==> src/rtl/lc3_mem_pkg.sv <==
// Shared constants and encodings for the LC-3 memory arbiter.
package lc3_mem_pkg;

  localparam int AW    = 8;
  localparam int DW    = 16;
  localparam int DEPTH = 128;

  typedef enum logic [1:0] {
    ST_IDLE  = 2'd0,
    ST_ISSUE = 2'd1,
    ST_RESP  = 2'd2
  } state_t;

  typedef enum logic {
    PORT_HOST = 1'b0,
    PORT_CPU  = 1'b1
  } port_t;

endpackage

==> src/rtl/rr_arb2.sv <==
// Two-way grant logic: round-robin on last_grant, or host-first when FIXED_PRIO.
// Vector bit 0 is the host port, bit 1 is the CPU port; grant is one-hot or zero.
module rr_arb2 import lc3_mem_pkg::*; #(
  parameter bit FIXED_PRIO = 1'b0
) (
  input  logic [1:0] eligible,
  input  port_t      last_grant,
  output logic [1:0] grant
);

  always_comb begin
    grant = 2'b00;
    case (eligible)
      2'b01:   grant = 2'b01;
      2'b10:   grant = 2'b10;
      2'b11:   grant = (FIXED_PRIO || (last_grant == PORT_CPU)) ? 2'b01 : 2'b10;
      default: grant = 2'b00;
    endcase
  end

endmodule

==> src/rtl/lc3_mem_arbiter.sv <==
// Shares one synchronous-read LC-3 memory between the UART host path and the CPU,
// sequencing every access through IDLE -> ISSUE -> RESP.
module lc3_mem_arbiter #(
  parameter int AW         = lc3_mem_pkg::AW,
  parameter int DW         = lc3_mem_pkg::DW,
  parameter int DEPTH      = lc3_mem_pkg::DEPTH,
  parameter bit FIXED_PRIO = 1'b0
) (
  input  logic          clk,
  input  logic          rst,
  input  logic          host_req,
  input  logic          host_we,
  input  logic [AW-1:0] host_addr,
  input  logic [DW-1:0] host_wdata,
  output logic          host_ack,
  output logic [DW-1:0] host_rdata,
  output logic          host_err,
  input  logic          cpu_req,
  input  logic          cpu_we,
  input  logic [AW-1:0] cpu_addr,
  input  logic [DW-1:0] cpu_wdata,
  output logic          cpu_ack,
  output logic [DW-1:0] cpu_rdata,
  output logic          cpu_err,
  output logic          mem_en,
  output logic          mem_we,
  output logic [6:0]    mem_addr,
  output logic [DW-1:0] mem_wdata,
  input  logic [DW-1:0] mem_rdata,
  output logic [7:0]    conflict_cnt
);
  import lc3_mem_pkg::*;

  // Handshake: a requester raises req with we/addr/wdata stable and holds them
  // until its one-cycle ack; a req still high during its own ack cycle is not
  // treated as a new request.

  localparam logic [AW:0] DEPTH_LIM = (AW+1)'(DEPTH);

  state_t        state_q, state_d;
  port_t         winner_q, last_grant_q, grant_port;
  logic          we_q;
  logic [AW-1:0] addr_q;
  logic [DW-1:0] wdata_q;
  logic [1:0]    eligible, grant;
  logic          in_range;

  assign eligible   = {cpu_req & ~cpu_ack, host_req & ~host_ack};
  assign grant_port = grant[1] ? PORT_CPU : PORT_HOST;
  assign in_range   = ({1'b0, addr_q} < DEPTH_LIM);

  rr_arb2 #(.FIXED_PRIO(FIXED_PRIO)) u_arb (
    .eligible   (eligible),
    .last_grant (last_grant_q),
    .grant      (grant)
  );

  always_ff @(posedge clk or negedge rst) begin
    if (!rst) state_q <= ST_IDLE;
    else      state_q <= state_d;
  end

  // Memory strobes come only from state and latched fields, so reset kills them at once.
  always_comb begin
    state_d = state_q;
    mem_en  = 1'b0;
    mem_we  = 1'b0;
    case (state_q)
      ST_IDLE:  if (|grant) state_d = ST_ISSUE;
      ST_ISSUE: begin
        state_d = ST_RESP;
        mem_en  = in_range;
        mem_we  = in_range & we_q;
      end
      ST_RESP:  state_d = ST_IDLE;
      default:  state_d = ST_IDLE;
    endcase
  end

  assign mem_addr  = addr_q[6:0];
  assign mem_wdata = wdata_q;

  always_ff @(posedge clk or negedge rst) begin
    if (!rst) begin
      winner_q     <= PORT_HOST;
      last_grant_q <= PORT_CPU;
      we_q         <= 1'b0;
      addr_q       <= '0;
      wdata_q      <= '0;
      host_ack     <= 1'b0;
      host_err     <= 1'b0;
      host_rdata   <= '0;
      cpu_ack      <= 1'b0;
      cpu_err      <= 1'b0;
      cpu_rdata    <= '0;
      conflict_cnt <= '0;
    end else begin
      host_ack <= 1'b0;
      host_err <= 1'b0;
      cpu_ack  <= 1'b0;
      cpu_err  <= 1'b0;
      if (state_q == ST_IDLE) begin
        if (&eligible) conflict_cnt <= conflict_cnt + 8'd1;
        if (|grant) begin
          winner_q     <= grant_port;
          last_grant_q <= grant_port;
          if (grant_port == PORT_CPU) begin
            we_q    <= cpu_we;
            addr_q  <= cpu_addr;
            wdata_q <= cpu_wdata;
          end else begin
            we_q    <= host_we;
            addr_q  <= host_addr;
            wdata_q <= host_wdata;
          end
        end
      end
      if (state_q == ST_RESP) begin
        if (winner_q == PORT_HOST) begin
          host_ack <= 1'b1;
          host_err <= ~in_range;
          if (!we_q) host_rdata <= in_range ? mem_rdata : '0;
        end else begin
          cpu_ack <= 1'b1;
          cpu_err <= ~in_range;
          if (!we_q) cpu_rdata <= in_range ? mem_rdata : '0;
        end
      end
    end
  end

endmodule

==> config.mk <==
export PLATFORM = sky130hd
export DESIGN_NAME = lc3_mem_arbiter
export DESIGN_NICKNAME = d
export VERILOG_FILES = /design/src/rtl/lc3_mem_pkg.sv /design/src/rtl/rr_arb2.sv /design/src/rtl/lc3_mem_arbiter.sv
export SDC_FILE = /design/constraint.sdc
export NUM_CORES = 1
export LEC_CHECK = 0
export BUFFER_PORTS_ARGS = -buffer_cell sky130_fd_sc_hd__clkbuf_2
export CORE_AREA = 2 2 89 91
export DETAILED_ROUTE_END_ITERATION = 7
export DIE_AREA = 0 0 91 93
export GPL_TIMING_DRIVEN = 1
export PLACE_DENSITY = 0.76
export SLEW_MARGIN = 30
export SYNTH_ARGS = -nofsm -noshare
export SYNTH_HDL_FRONTEND = slang
export SYNTH_SLANG_ARGS = --single-unit
export TNS_END_PERCENT = 100
==> constraint.sdc <==
create_clock -name clk -period 2.15 [get_ports clk]
set_clock_uncertainty 0.05 [all_clocks]
set_input_delay 0.215 -clock clk [delete_from_list [all_inputs] [get_ports clk]]
set_output_delay 0.215 -clock clk [all_outputs]
set_load 0.01 [all_outputs]
==> reports/results.tsv <==
stage	metric	value	unit
power_and_ir_drop	p_leak	0.00223	uW
cts	cts_buffer_depth	2	
sta	holdWs	54.8	ps
layout	n_antenna_cell	0	
floorplanning	initial_utilization	47.8	%
floorplanning	rows	32	
floorplanning	die-height	93	um
worst_setup_path	r2r_cells	4	
layout	drive_gt1_share	40.9	%
synthesis	postSynthCellCount	333	
global_routing	grt_start_max_net_pins	74	
sta	timing.final.max_slew_violations	0	
layout	mostFrequentLayoutCell	clkbuf_2	
layout	nets	526	
drt	wire_per_inst	15.8	um
min_path	min_path_type	in2reg	
drt	dr.pass1.iters	4	
placement	finalWeightedCongestion	0.832	
global_routing	antenna_found_initial	0	
worst_setup_path	worstPathRequired	2370	ps
global_routing	first_global_vias	2922	
power_and_ir_drop	max-vdd-ir-drop	0.000544	V
cts	htreeDepth	3	
placement	port_buffers	138	
worst_setup_path	end_kind	register	
cts	cts_buffers	9	
worst_setup_path	cpPeakStageDelay	470	ps
synthesis	synth_nets	404	
sta	report.final.setup_viol	0	
worst_setup_path	cp-start-kind	register	
placement	dp.final_hpwl	6.15	mm
cts	root_buffer	clkbuf_8	
global_routing	grt_pass1_wl	14.5	mm
drt	ant_nets	0	
sta	setup_tns	0	ps
global_routing	grt.total_usage	21.5	%
power_and_ir_drop	power.density	1400	mW/mm2
sta	hold_viol_final	0	
synthesis	synth_cell_types	39	
sta	finalCritPeriodShare	82.1	%
cts	post_cts_resized	0	
layout	area_growth	25.5	%
worst_setup_path	criticalPathCategory	reg2reg	
cts	clock_latency	340	ps
cts	cts_tree	done	
synthesis	syn_area	0.00360	mm2
global_routing	grt.overflow.total	0	
cts	cts.sinks	73	
drt	initialDrtViolationCount	135	
worst_setup_path	arrival	1980	ps
synthesis	synth-seq-cells	73	
worst_setup_path	cp_max_fo	26	
floorplanning	core_area	0.00753	mm2
cts	clk_pin_slew	80	ps
min_path	hold_depth	3	
worst_setup_path	cpMaxStageDelayCell	or2_2	
sta	relSlewSlack	55.6	%
job	cap_viol_max_count	0	
drt	drt-total-wl	8.90	mm
worst_setup_path	crit_chain	or2_2 -> a21o_1 -> inv_4 -> a2bb2oi_1	
synthesis	yosysSeqAreaShare	50.8	%
layout	fillCellCount	675	
floorplanning	io_pins	139	
synthesis	syn_area_per_cell	10.8	um2
floorplanning	floorplan.die.width	91	um
sta	layout_min_cycle_time	1760	ps
sta	rsz0062_at_grt	no	
drt	vias	3118	
drt	drc_errors	0	
synthesis	yosysWarnings	0	
layout	most-common-layout-cells	clkbuf_2, dfrtp_1, o21ai_0, nand2_1	
drt	vias_per_cell	5.55	
sta	fmax	567	MHz
status	status	complete, no violations	
sta	worstMarginPinSlew	666	ps
floorplanning	dieArea	0.00846	mm2
## path summary, 6_finish.rpt
check                                    start              end  slack, ps
worst max-delay path                state_q[0]    mem_wdata[15]        390
worst min-delay path            host_wdata[13]    mem_wdata[13]         50
worst max register to register      state_q[0]    mem_wdata[15]        390
worst min register to register   cpu_rdata[10]    cpu_rdata[10]        430
max in group asynchronous                  rst  conflict_cnt[0]       1190
min in group asynchronous                  rst   host_rdata[10]        380
## layout make-up
type | instances | area, um2 | share of cell area (%)
Clock buffer | 11 | 151 | 3.35
Sequential cell | 73 | 1830 | 40.5
Multi-Input combinational cell | 220 | 1540 | 34.0
Clock inverter | 5 | 77.6 | 1.72
Timing Repair Buffer | 150 | 790 | 17.5
Inverter | 1 | 6.26 | 0.139
Tap cell | 102 | 128 | 2.83
## critical path, delay by kind of cell (launching register included)
kind / cells / cell delay (ps)
buf+inv: 1 / 260
simple gates: 1 / 470
flops: 1 / 450
compound gates: 2 / 460
## per-layer routing
metal	wire, um	global-route usage [%]
met1	3770	28.5
met2	4260	33.7
met3	696	5.24
met4	170	9.47
met5	0	0
## Yosys cell counts, drive strengths merged
| cell type | instances | area (um2) |
|---|---|---|
| dfrtp | 72 | 1800 |
| o21ai | 57 | 338 |
| nand2 | 32 | 120 |
| and3b | 27 | 239 |
| a221oi | 25 | 219 |
| a2bb2oi | 25 | 219 |
| buf | 22 | 156 |
| nand2b | 19 | 119 |
| clkbuf | 17 | 73.8 |
| xnor2 | 6 | 52.6 |
| and2 | 4 | 25.0 |
| nand4 | 4 | 25.0 |
| nand3 | 2 | 10.0 |
| nor2b | 2 | 12.5 |
| o2bb2ai | 2 | 17.5 |
| a21o | 1 | 7.51 |
| and4 | 1 | 8.76 |
| and4b | 1 | 10.0 |
| and4bb | 1 | 12.5 |
| dfstp | 1 | 26.3 |
| ha | 1 | 12.5 |
| inv | 1 | 6.26 |
| mux2 | 1 | 11.3 |
| nand3b | 1 | 7.51 |
| nand4bb | 1 | 11.3 |
| nor2 | 1 | 3.75 |
| nor3 | 1 | 10.0 |
| nor3b | 1 | 7.51 |
| nor4b | 1 | 8.76 |
| or2 | 1 | 6.26 |
| or4b | 1 | 10.0 |
| xor2 | 1 | 8.76 |
## metrics by stage
| step | cells | area, um2 | total power (uW) | util [%] | worst slack (ps) |
|---|---|---|---|---|---|
| 3_5_place_dp | 545 | 4270 | 5150 | 56.8 | 387 |
| 2_1_floorplan | 333 | 3600 | 4270 | - | 627 |
| 5_1_grt | 562 | 4520 | 6790 | 60.0 | 275 |
| 3_3_place_gp | 545 | 4270 | 5070 | 56.8 | 454 |
| 6_report | 562 | 4520 | 6330 | 60.0 | 386 |
| 4_1_cts | 562 | 4510 | 6380 | 59.9 | 399 |
## sequential cells by signal, indices dropped and copies added, names as in the netlist
signal	count
cpu_rdata	16
mem_wdata	16
host_err	1
conflict_cnt	8
we_q	1
addr_q	8
state_q	2
host_ack	1
winner_q	1
last_grant_q	1
host_rdata	16
cpu_ack	1
cpu_err	1
## report_power, final
part | switching [uW] | internal (uW) | total [uW]
clock | 503 | 713 | 1220
combinational | 1480 | 1250 | 2730
sequential | 413 | 1980 | 2390
total | 2390 | 3940 | 6330
## cells by family after synthesis
logic type,after synthesis,synth area share (%)
adders and majority gates,1,0.348
xor gates and xnor gates,7,1.70
DFF,73,50.8
and+or+nand+nor,101,18.0
buffers and inverters,40,6.57
AOI/OAI and AO/OA,110,22.3
muxes,1,0.313
## what timing repair did
item / 4_1_cts / 5_1_grt
buffers inserted: 0 / 0
hold buffers: 1 / 0
endpoints found under the hold margin: 72 / 0
Note: power is estimated with default switching activity, not from simulation.
